==> src/rtl/shared_timer_arbiter.sv <==
// shared_timer_arbiter: one up-counter timer shared round-robin among NUM_REQ requesters.
module shared_timer_arbiter #(
  parameter int NUM_REQ = 4,
  parameter int MAX_COUNT = 255,
  localparam int CW = $clog2(MAX_COUNT + 1),
  localparam int IW = (NUM_REQ > 1) ? $clog2(NUM_REQ) : 1
) (
  input  logic                  clk,
  input  logic                  rst,
  input  logic [NUM_REQ-1:0]    req,
  input  logic [NUM_REQ*CW-1:0] req_len,
  output logic [NUM_REQ-1:0]    grant,
  output logic                  busy,
  output logic [CW-1:0]         count,
  output logic [NUM_REQ-1:0]    done
);
  typedef enum logic [1:0] {IDLE, RUN, DONE} state_t;
  state_t state, state_n;
  logic [NUM_REQ-1:0] grant_n, done_n;
  logic [CW-1:0] count_n, len, len_n, raw, clamped;
  logic [IW-1:0] last, last_n, win;
  logic any;
  // Search from last+1 upward; descending loop lets the nearest candidate win.
  always_comb begin
    win = last;
    any = 1'b0;
    for (int k = NUM_REQ; k >= 1; k--) begin
      if (req[(int'(last) + k) % NUM_REQ]) begin
        win = IW'((int'(last) + k) % NUM_REQ);
        any = 1'b1;
      end
    end
  end
  assign raw = req_len[int'(win)*CW +: CW];
  assign clamped = (raw == '0) ? CW'(1) : (raw >= CW'(MAX_COUNT)) ? CW'(MAX_COUNT) : raw;
  always_comb begin
    state_n = state;
    grant_n = '0;
    count_n = '0;
    done_n = '0;
    len_n = len;
    last_n = last;
    case (state)
      IDLE: if (any) begin
        state_n = RUN;
        grant_n = NUM_REQ'(1) << win;
        last_n = win;
        len_n = clamped;
      end
      RUN: if (!req[last]) state_n = IDLE;
      else if (count == len - CW'(1)) begin
        state_n = DONE;
        done_n = NUM_REQ'(1) << last;
      end else begin
        grant_n = grant;
        count_n = count + CW'(1);
      end
      default: state_n = IDLE;
    endcase
  end
  always_ff @(posedge clk) begin
    if (rst) begin
      state <= IDLE;
      grant <= '0;
      busy <= 1'b0;
      count <= '0;
      done <= '0;
      len <= '0;
      last <= IW'(NUM_REQ - 1);
    end else begin
      state <= state_n;
      grant <= grant_n;
      busy <= |grant_n;
      count <= count_n;
      done <= done_n;
      len <= len_n;
      last <= last_n;
    end
  end
endmodule

==> config.mk <==
export PLATFORM = sky130hd
export DESIGN_NAME = shared_timer_arbiter
export DESIGN_NICKNAME = d
export VERILOG_FILES = /design/src/rtl/shared_timer_arbiter.sv
export SDC_FILE = /design/constraint.sdc
export NUM_CORES = 1
export LEC_CHECK = 0
export CORE_AREA = 2 2 63 65
export CTS_BUF_LIST = sky130_fd_sc_hd__clkbuf_4 sky130_fd_sc_hd__clkbuf_8
export CTS_CLUSTER_SIZE = 12
export DETAILED_ROUTE_END_ITERATION = 8
export DIE_AREA = 0 0 65 67
export HOLD_SLACK_MARGIN = 0.12
export PLACE_DENSITY = 0.89
export SYNTH_ARGS = -nofsm -noshare
export SYNTH_HDL_FRONTEND = slang
export SYNTH_SLANG_ARGS = --single-unit
==> constraint.sdc <==
create_clock -name clk -period 3 [get_ports clk]
set_clock_uncertainty 0.2 [all_clocks]
set_input_delay 0.6 -clock clk [delete_from_list [all_inputs] [get_ports clk]]
set_output_delay 0.6 -clock clk [all_outputs]
set_load 0.05 [all_outputs]
* Yosys cells after proc, flatten, opt, wreduce, memory -nomap -nowiden
Cells that the tools add are included.
Word-level totals: output and inout bits 17, bits of input ports 38, register bits after elaboration 29, logic and storage cells 76
Operators by class: $add $sub $neg 6, equal/unequal tests 4, multiplexer cells 32, magnitude comparators 6, bitwise gates (word level) 7, shifts and indexed selects 3, reductions and logical operators 11
Operators by type and width (number):
- variable part select 32 x 6 -> 8 bit | 1
- less-than comparator 3 x 4 -> 1 bit, second input constant | 4
- 2-to-1 mux 8 bit | 2
- 2-to-1 mux 2 bit | 7
- 2-to-1 mux 1 bit | 13
- 2-to-1 mux 4 bit | 3
- OR reduction 4 bit | 3
- binary-select mux 1 bit (select 2 bit) | 5
- adder 8 x 1 -> 8 bit, second input constant | 1
- equality test 8 bit | 1
- greater-or-equal comparator 8 bit, second input constant | 1
- logical NOT 8 bit | 1
- case mux 4 bit (2 select lines) | 1
- OR reduction 2 bit | 4
- << shifter 1 x 2 -> 4 bit, first input constant | 2
- subtractor 8 x 1 -> 8 bit, second input constant | 1
- adder 2 x 1 -> 2 bit, second input constant | 2
- adder 2 bit, second input constant | 2
- AND 1 bit, first input constant | 4
- case mux 2 bit (2 select lines) | 1
- AND reduction 2 bit | 2
- less-than comparator 2 x 3 -> 1 bit, second input constant | 1
- inequality test 3 bit, second input constant | 1
- NOT 1 bit | 3
- other kinds (3) | 3

* Longest topological paths before layout
Gate-level depths: netlist of run 1.
depth after elaboration 14, depth in mapped cells 9

* Worst setup path after synthesis of run 1
Ideal clock, no wire load.
path kind in2reg, start point in req[0], end point reg len[0], required time 2731 ps, arrival time 2215 ps, library setup time 69 ps, setup slack 516 ps, stages on the path 7, cell sequence a21o_1 > a31oi_1 > buf_2 > mux2i_1 > mux2i_1 > or4b_1 > o21ai_1
On the way: longest elaborated chain between the ends 11, elaborated cells on any way between the ends 26, those cells by class order compare (1); shift (1); mux (22); reduce/logical (2)
Ends and longest elaborated chain:
- start, declared | line 10 | input logic [NUM_REQ-1:0] req,
- binary-select mux 1 bit (select 2 bit) | line 28 | if (req[(int'(last) + k) % NUM_REQ]) begin
- 2-to-1 mux 1 bit (implied by the code) (2 in series) | line 28
- 2-to-1 mux 2 bit (4 in series) | line 28
- variable part select 32 x 6 -> 8 bit | line 34 | assign raw = req_len[int'(win)*CW +: CW];
- greater-or-equal comparator 8 bit | line 35 | assign clamped = (raw == '0) ? CW'(1) : (raw >= CW'(MAX_COUNT)) ? CW'(MAX_COUNT) : raw;
- 2-to-1 mux 8 bit (2 in series) | line 35
- end signal, assigned | line 76 | len <= len_n;
- end, declared | line 20 | logic [CW-1:0] count_n, len, len_n, raw, clamped;
Parallel ways exist; a longest one is shown, timed or not. The select of a mux whose other input is x is not followed. A chain may end at the register's enable or synchronous reset.

* Final worst setup path of run 1
start point in req[3], end point reg len[0]
Same word-level chain as after synthesis.

==> results of run 1 <==
-- metrics by stage --
step                TNS, ps  hold WS [ps]  total power, W    util  setup WS (ps)
global route              0         318.7        0.001431  0.6690          151.4
floorplan                 0         280.7       0.0008656       -          516.1
CTS                       0         293.7        0.001357  0.6690          258.2
global placement          0         275.6        0.001027  0.6450          53.03
detailed placement   -41.74         278.9        0.001046  0.6450         -41.74
finish                    0         290.1        0.001348  0.6690          255.7
-- cell type report --
class | instances | area [sq um] | share of cell area
inverter | 4 | 15.01 | 0.006224
clock inverter | 2 | 10.01 | 0.004149
timing repair buffer | 63 | 633.1 | 0.2624
multi-input combinational | 137 | 1037 | 0.4300
sequential | 29 | 580.6 | 0.2407
clock buffer | 6 | 76.32 | 0.03164
tap | 48 | 60.06 | 0.02490
-- routing by layer --
layer | vias up | part of all wire | GRT usage
met5 | - | 0 | 0
met4 | 0 | 0.020 | 0.07713
met3 | 9 | 0.038 | 0.05068
met2 | 32 | 0.52 | 0.3827
met1 | 708 | 0.42 | 0.2361
li1 | 763 | - | -
-- logic make-up after synthesis --
kind of cell,Yosys count
mux,33
buf+inv,14
compound gates,24
simple gates,62
flops,29
fa+ha+maj,2
xor+xnor,16
-- power by group through the flow --
| stage | Clock [W] | Sequential, W | Combinational, W |
|---|---|---|---|
| 2_1_floorplan | 0 | 0.000508 | 0.000358 |
| 5_1_grt | 0.000332 | 0.000493 | 0.000607 |
| 3_5_place_dp | 0 | 0.000492 | 0.000554 |
| 4_1_cts | 0.000316 | 0.000484 | 0.000557 |
| 6_report | 0.000309 | 0.000485 | 0.000554 |
| 3_3_place_gp | 0 | 0.000490 | 0.000537 |
-- placed cells by master, fill, tap and decap left out, types with 2 or more instances in the layout --
master           synthesis  layout
ha_1                     2       2
mux2i_1                 33      33
nand3_1                  6       6
clkinv_2                 0       2
dfxtp_1                 29      29
buf_4                    0       7
nand2b_1                 3       3
nand2_1                  7       7
clkdlybuf4s50_1          0      54
o21ai_0                  6       6
a31oi_2                  1       2
or4_1                    2       2
nor3_1                   7       7
o2bb2ai_1                2       2
inv_1                    4       4
nor2_1                  15      15
a211o_1                  2       2
a21o_1                   2       2
nor4_1                   3       3
and3_1                   3       3
xnor2_1                  7       7
buf_12                   0       2
clkbuf_8                 0       5
xor2_1                   9       9
or4b_1                   2       2
and2_1                   8       8
-- state kept, by name, indices dropped and copies added, names as in the netlist --
register,flops
last,2
count,8
len,8
state,2
grant,4
busy,1
done,4
-- final timing paths --
kind / cells after the start / to / slack, ps
worst max-delay path: 8 / len[0] / 260
worst min-delay path: 1 / grant[3] / 290
worst max register to register: 7 / len[0] / 410
worst min register to register: 1 / grant[3] / 290
-- worst max-delay path: stages --
cell,delay [ps]
clkdlybuf4s50_1,570
nand3b_1,120
a31oi_2,270
buf_12,210
mux2i_1,240
mux2i_1,130
or4b_1,470
o21ai_1,130
==> results.md, run 1 <==
* Root Buffer: clkbuf_8
* Clock Sinks at 29
* Routed WL per cell at 13.93 um
* Crit share post-route at 0.9148
* Main combinational cell family by area after synthesis: simple AND/OR/NAND/NOR gates
* First-pass GRT wire length at 7.010 mm
* Area share of the largest cell type after synthesis at 0.3460
* Yosys cell types at 40
* Pre-Repair DR Iteration Count at 4
* Max-slew violation count at 0
* Max Cap Viol at 0
* Final wirelength at 4.025 mm
* Hold Crit Class: reg2reg
* Worst EP arrival at 2760 ps
* Hold Fails Final Rpt at 0
* Die Height at 67 um
* Critical Path Source Type: input pin
* Status: finished clean
* Final Non-Filler Cells at 289
* CTS Buffer Depth at 2
* Max VDD drop at 0.0003535 V
* Commonest cells in the synthesized netlist: 33 x mux2i_1, 29 x dfxtp_1, 15 x nor2_1, 9 x xor2_1, 8 x and2_1
* Post-synthesis cell count at 180
* Layout area overhead at 43.77%
* Die area at 4355 sq um
* Synthesized Nets at 220
* Slew @ Worst Pin at 503.4 ps
* Share of cells above drive strength 1 at 0.09959
* Synthesized flop and latch total at 29
* Synth Warn # at 0
* DPL Wire Length at 3.135 mm
* DR DRC count at 0
* Clk pwr share at 0.229
* Core ar. at 3606 sq um
* Vias in the first global route at 1549
* Leading register cell type out of synthesis: dfxtp_1
* Leak at 1.036 nW
* Ranking of synthesized cells by area: dfxtp_1 35%, mux2i_1 20%, xor2_1 4.7%
* Post-route cell area at 2412 sq um
* Critical path class: in2reg
* Clock-pin slew on the worst setup and hold paths at 60 ps
* GP Congestion at 0.7766
* Pint at 0.0008767 W
* Pin count of the biggest net entering global routing at 22
* Achievable frequency at 0.3644 GHz
* Placed cell count at 281
* Critical-path maximum fanout at 21
* Synthesized area per cell at 9.321 sq um
* RR Startpoint: last[1]
* I/O pin total at 55
* Post-synthesis sequential area ratio at 0.3460
* Switching Fraction at 0.3496
* Mux contribution to synthesized area at 0.1969
* Die W at 65 um
* CTS tree: done
* Nets at 280
* Worst Setup End Kind: flop
* Setup bufs post-CTS at 0
* DR iter-0 viols at 64
* CP startpoint: req[3]
* FILL cells at 274
* Cts hold-fix bufs at 0
* Diodes inserted at 0
* Vias per cell at 5.232
* Port buffer count at 54
* Initial Utilization at 0.4653
* Most frequent cell after synthesis: mux2i_1
* All-Layer GR Usage at 0.2100
* Hold Path Origin: grant[3]
* Initial antenna violation count at 0
* Post-Synth XOR/XNOR Area at 0.08352
* Gate power share at 0.411
* Overflow after GRT at 0
* Post-synth EDFFs at 0
* PD cells at 558.7 nW/um^2
* Routed Antenna Nets at 0
* Post-synthesis adder-cell area fraction at 0.01491
* Simple-gate share of the synthesized area at 0.1984
* Req. time, crit path at 3020 ps
* Post-synthesis cell area at 1678 sq um
* Clk_lat worst skew at 280 ps
* Net switching power at 0.0004712 W
* Fraction of registers with async set/reset at 0
* RSZ-0062 raised after global routing: false
* Synth Area in Compound Gates at 0.1163
* Crit path time final at 2744 ps
* Dpl cell area at 2326 sq um
* Final setup fails at 0
* CTS Buf Count at 5
* Part of the power in registers at 0.360
* Row cnt at 22
* Post-CTS sizing at 0
* Via count at 1512
* Synth area leader: dfxtp_1
* Slew margin rel. at 0.6633
* H-Tree Depth at 2
Note: power is estimated with default switching activity, not from simulation.
==> run 2, diff against run 1 <==
==> config.mk (replaced) <==
export PLATFORM = sky130hd
export DESIGN_NAME = shared_timer_arbiter
export DESIGN_NICKNAME = d
export VERILOG_FILES = /design/src/rtl/shared_timer_arbiter.sv
export SDC_FILE = /design/constraint.sdc
export NUM_CORES = 1
export LEC_CHECK = 0
export CORE_AREA = 2 2 61 63
export CTS_BUF_LIST = sky130_fd_sc_hd__clkbuf_4 sky130_fd_sc_hd__clkbuf_8
export CTS_CLUSTER_SIZE = 12
export DETAILED_ROUTE_END_ITERATION = 8
export DIE_AREA = 0 0 63 65
export HOLD_SLACK_MARGIN = 0.15
export PLACE_DENSITY = 0.94
export SYNTH_ARGS = -nofsm -noshare
export SYNTH_HDL_FRONTEND = slang
export SYNTH_SLANG_ARGS = --single-unit
==> constraint.sdc (replaced) <==
create_clock -name clk -period 3.2 [get_ports clk]
set_clock_uncertainty 0.2 [all_clocks]
set_input_delay 0.64 -clock clk [delete_from_list [all_inputs] [get_ports clk]]
set_output_delay 0.64 -clock clk [all_outputs]
set_load 0.05 [all_outputs]
==> run 2 against run 1 <==
Cell count down 0.69%. First-iteration DRC count up 50%. Via count down 1.5%. Count of clock-buffer cells in the layout unchanged. Critical endpoint unchanged. Total power down 13%. Register-to-register slack better by 240 ps. Non-clock buffer count down 2. Design area down 2.4%. Hold slack worse by 8.9 ps. Sequential share of layout area up 0.60 points. Largest power group unchanged. Wire length down 7.1%.
==> results.md, run 2 (synthesized netlist as in run 1, its figures left out) <==
* Die area at 4095 sq um (-6.0%)
* Slew @ Worst Pin at 502.1 ps (-1.345 ps)
* Routed WL per cell at 13.03 um (-6.4%)
* Clk_lat worst skew at 330 ps (+50 ps)
* Initial Utilization at 0.4800 (+0.01466)
* Pin count of the biggest net entering global routing at 22 (unchanged)
* Worst path depth at 8 (unchanged)
* Hold Path Depth at 1 (unchanged)
* Critical path class: in2reg
* Slowest CP cell: clkdlybuf4s50_1
* Hold Crit Class: reg2reg
* CP cell instances: clkdlybuf4s50_1, or2b_2, a21oi_2, a311oi_4, buf_4, mux2i_1, or4b_1, o21ai_1
* CTS Buffer Depth at 2 (unchanged)
* Layout area overhead at 40.27%
* Status: finished clean
* Clock-pin slew on the worst setup and hold paths at 90 ps (+30 ps)
* Via count at 1490 (-1.5%)
* Final wirelength at 3.740 mm (-7.1%)
* Cts hold-fix bufs at 0 (unchanged)
* Max Cap Viol at 0 (unchanged)
* Worst reg-to-reg path cell count at 7 (unchanged)
* CTS tree: done
* DPL Wire Length at 2.926 mm (-6.7%)
* Clock Sinks at 29 (unchanged)
* Worst Setup End Kind: flop
* Achievable frequency at 0.3699 GHz
* Nets at 278 (-0.71%)
* PD cells at 496.7 nW/um^2 (-11%)
* I/O pin total at 55 (unchanged)
* Worst EP arrival at 2780 ps (+20 ps)
* Crit path time final at 2704 ps
* Overflow after GRT at 0 (unchanged)
* H-Tree Depth at 2 (unchanged)
* Most common cell after layout, fill and taps aside: clkdlybuf4s50_1
* Vias per cell at 5.192 (-0.77%)
* DR DRC count at 0 (unchanged)
* All-Layer GR Usage at 0.1918 (-0.01823)
* Largest regs: count: 8 flops, len: 8 flops
* Root Buffer: clkbuf_4
* Max-slew violation count at 0 (unchanged)
* Diodes inserted at 0 (unchanged)
* Die Height at 65 um (-3.0%)
* Share of cells above drive strength 1 at 0.09205 (-0.007535)
* Post-CTS sizing at 0 (unchanged)
* Setup TNS at 0 ps (unchanged)
* DR iter-0 viols at 96 (+50%)
* Die W at 63 um (-3.1%)
* Vias in the first global route at 1365 (-12%)
* Crit share post-route at 0.8449
* Most frequent cells in the layout: 54 x clkdlybuf4s50_1, 33 x mux2i_1, 29 x dfxtp_1, 15 x nor2_1, 9 x xor2_1
* Routed Antenna Nets at 0 (unchanged)
* First-pass GRT wire length at 6.141 mm (-12%)
* Initial antenna violation count at 0 (unchanged)
* Critical Path Source Type: input pin
* RSZ-0062 raised after global routing: false
* Leak at 1.009 nW (-2.6%)
* Setup bufs post-CTS at 0 (unchanged)
* GP Congestion at 0.7984 (+2.8%)
* Row cnt at 22 (unchanged)
* Delay of the slowest critical-path stage at 560 ps (about the same)
* Hold Fails Final Rpt at 0 (unchanged)
* Max VDD drop at 0.0002323 V (-34%)
* CTS Buf Count at 5 (unchanged)
* Slew margin rel. at 0.6642 (+0.0008990)
* Req. time, crit path at 3270 ps (+250 ps)
* Critical path's top delay family: simple AND/OR/NAND/NOR gates
* Final setup fails at 0 (unchanged)
* Port buffer count at 54 (unchanged)
* Worst Path Buf+Inv at 2 (unchanged)
* Critical-path maximum fanout at 9 (-57%)
* Pre-Repair DR Iteration Count at 4 (unchanged)
* Fin util at 0.6732 (+0.004248)
* Core ar. at 3496 sq um (-3.1%)
-- run 2: cell types whose count changed in the layout (fill, tap and decap cells not counted) --
cell      previous run  this run
clkbuf_4             1         6
clkbuf_8             5         0
buf_12               2         1
buf_4                7         6
-- run 2: power breakdown --
| part | internal [W] | switching (W) |
|---|---|---|
| Combinational | 0.000252 | 0.000250 |
| Sequential | 0.000401 | 0.0000492 |
| Clock | 0.0000919 | 0.000124 |
| Total | 0.000745 | 0.000424 |
-- run 2: worst paths after layout --
kind | start | to | slack [ps]
max | req[3] | len[0] | 500
min | grant[3] | grant[3] | 280
max reg2reg | last[1] | len[0] | 650
min reg2reg | grant[3] | grant[3] | 280
-- run 2: area by class of cell --
class                   instances  area, sq um
flip-flops and latches         29        580.6
well taps                      48        60.06
clock inverters                 2        10.01
fillers                       273         1142
multi-input cells             137         1037
inverters                       4        15.01
clock buffers                   6        45.04
repair buffers                 61        605.6
-- run 2: stage by stage --
stage	setup WS, ps	cells	power, W	area [sq um]	hold slack [ps]
finish	496.2	287	0.001169	2354	281.2
CTS	518.8	287	0.001177	2354	286.7
floorplan	676.1	180	0.0008115	1678	280.7
detailed placement	157.5	279	0.0009599	2298	269.6
global placement	200.7	279	0.0009455	2298	266.0
global route	370.8	287	0.001238	2354	306.2
-- run 2: metal layers --
| layer | up-vias | wire length (um) | global-route usage |
|---|---|---|---|
| met4 | 0 | 49 | 0.07222 |
| met2 | 26 | 1944 | 0.3418 |
| met5 | - | 0 | 0 |
| met1 | 698 | 1604 | 0.2127 |
| met3 | 5 | 141 | 0.06076 |
| li1 | 761 | - | - |
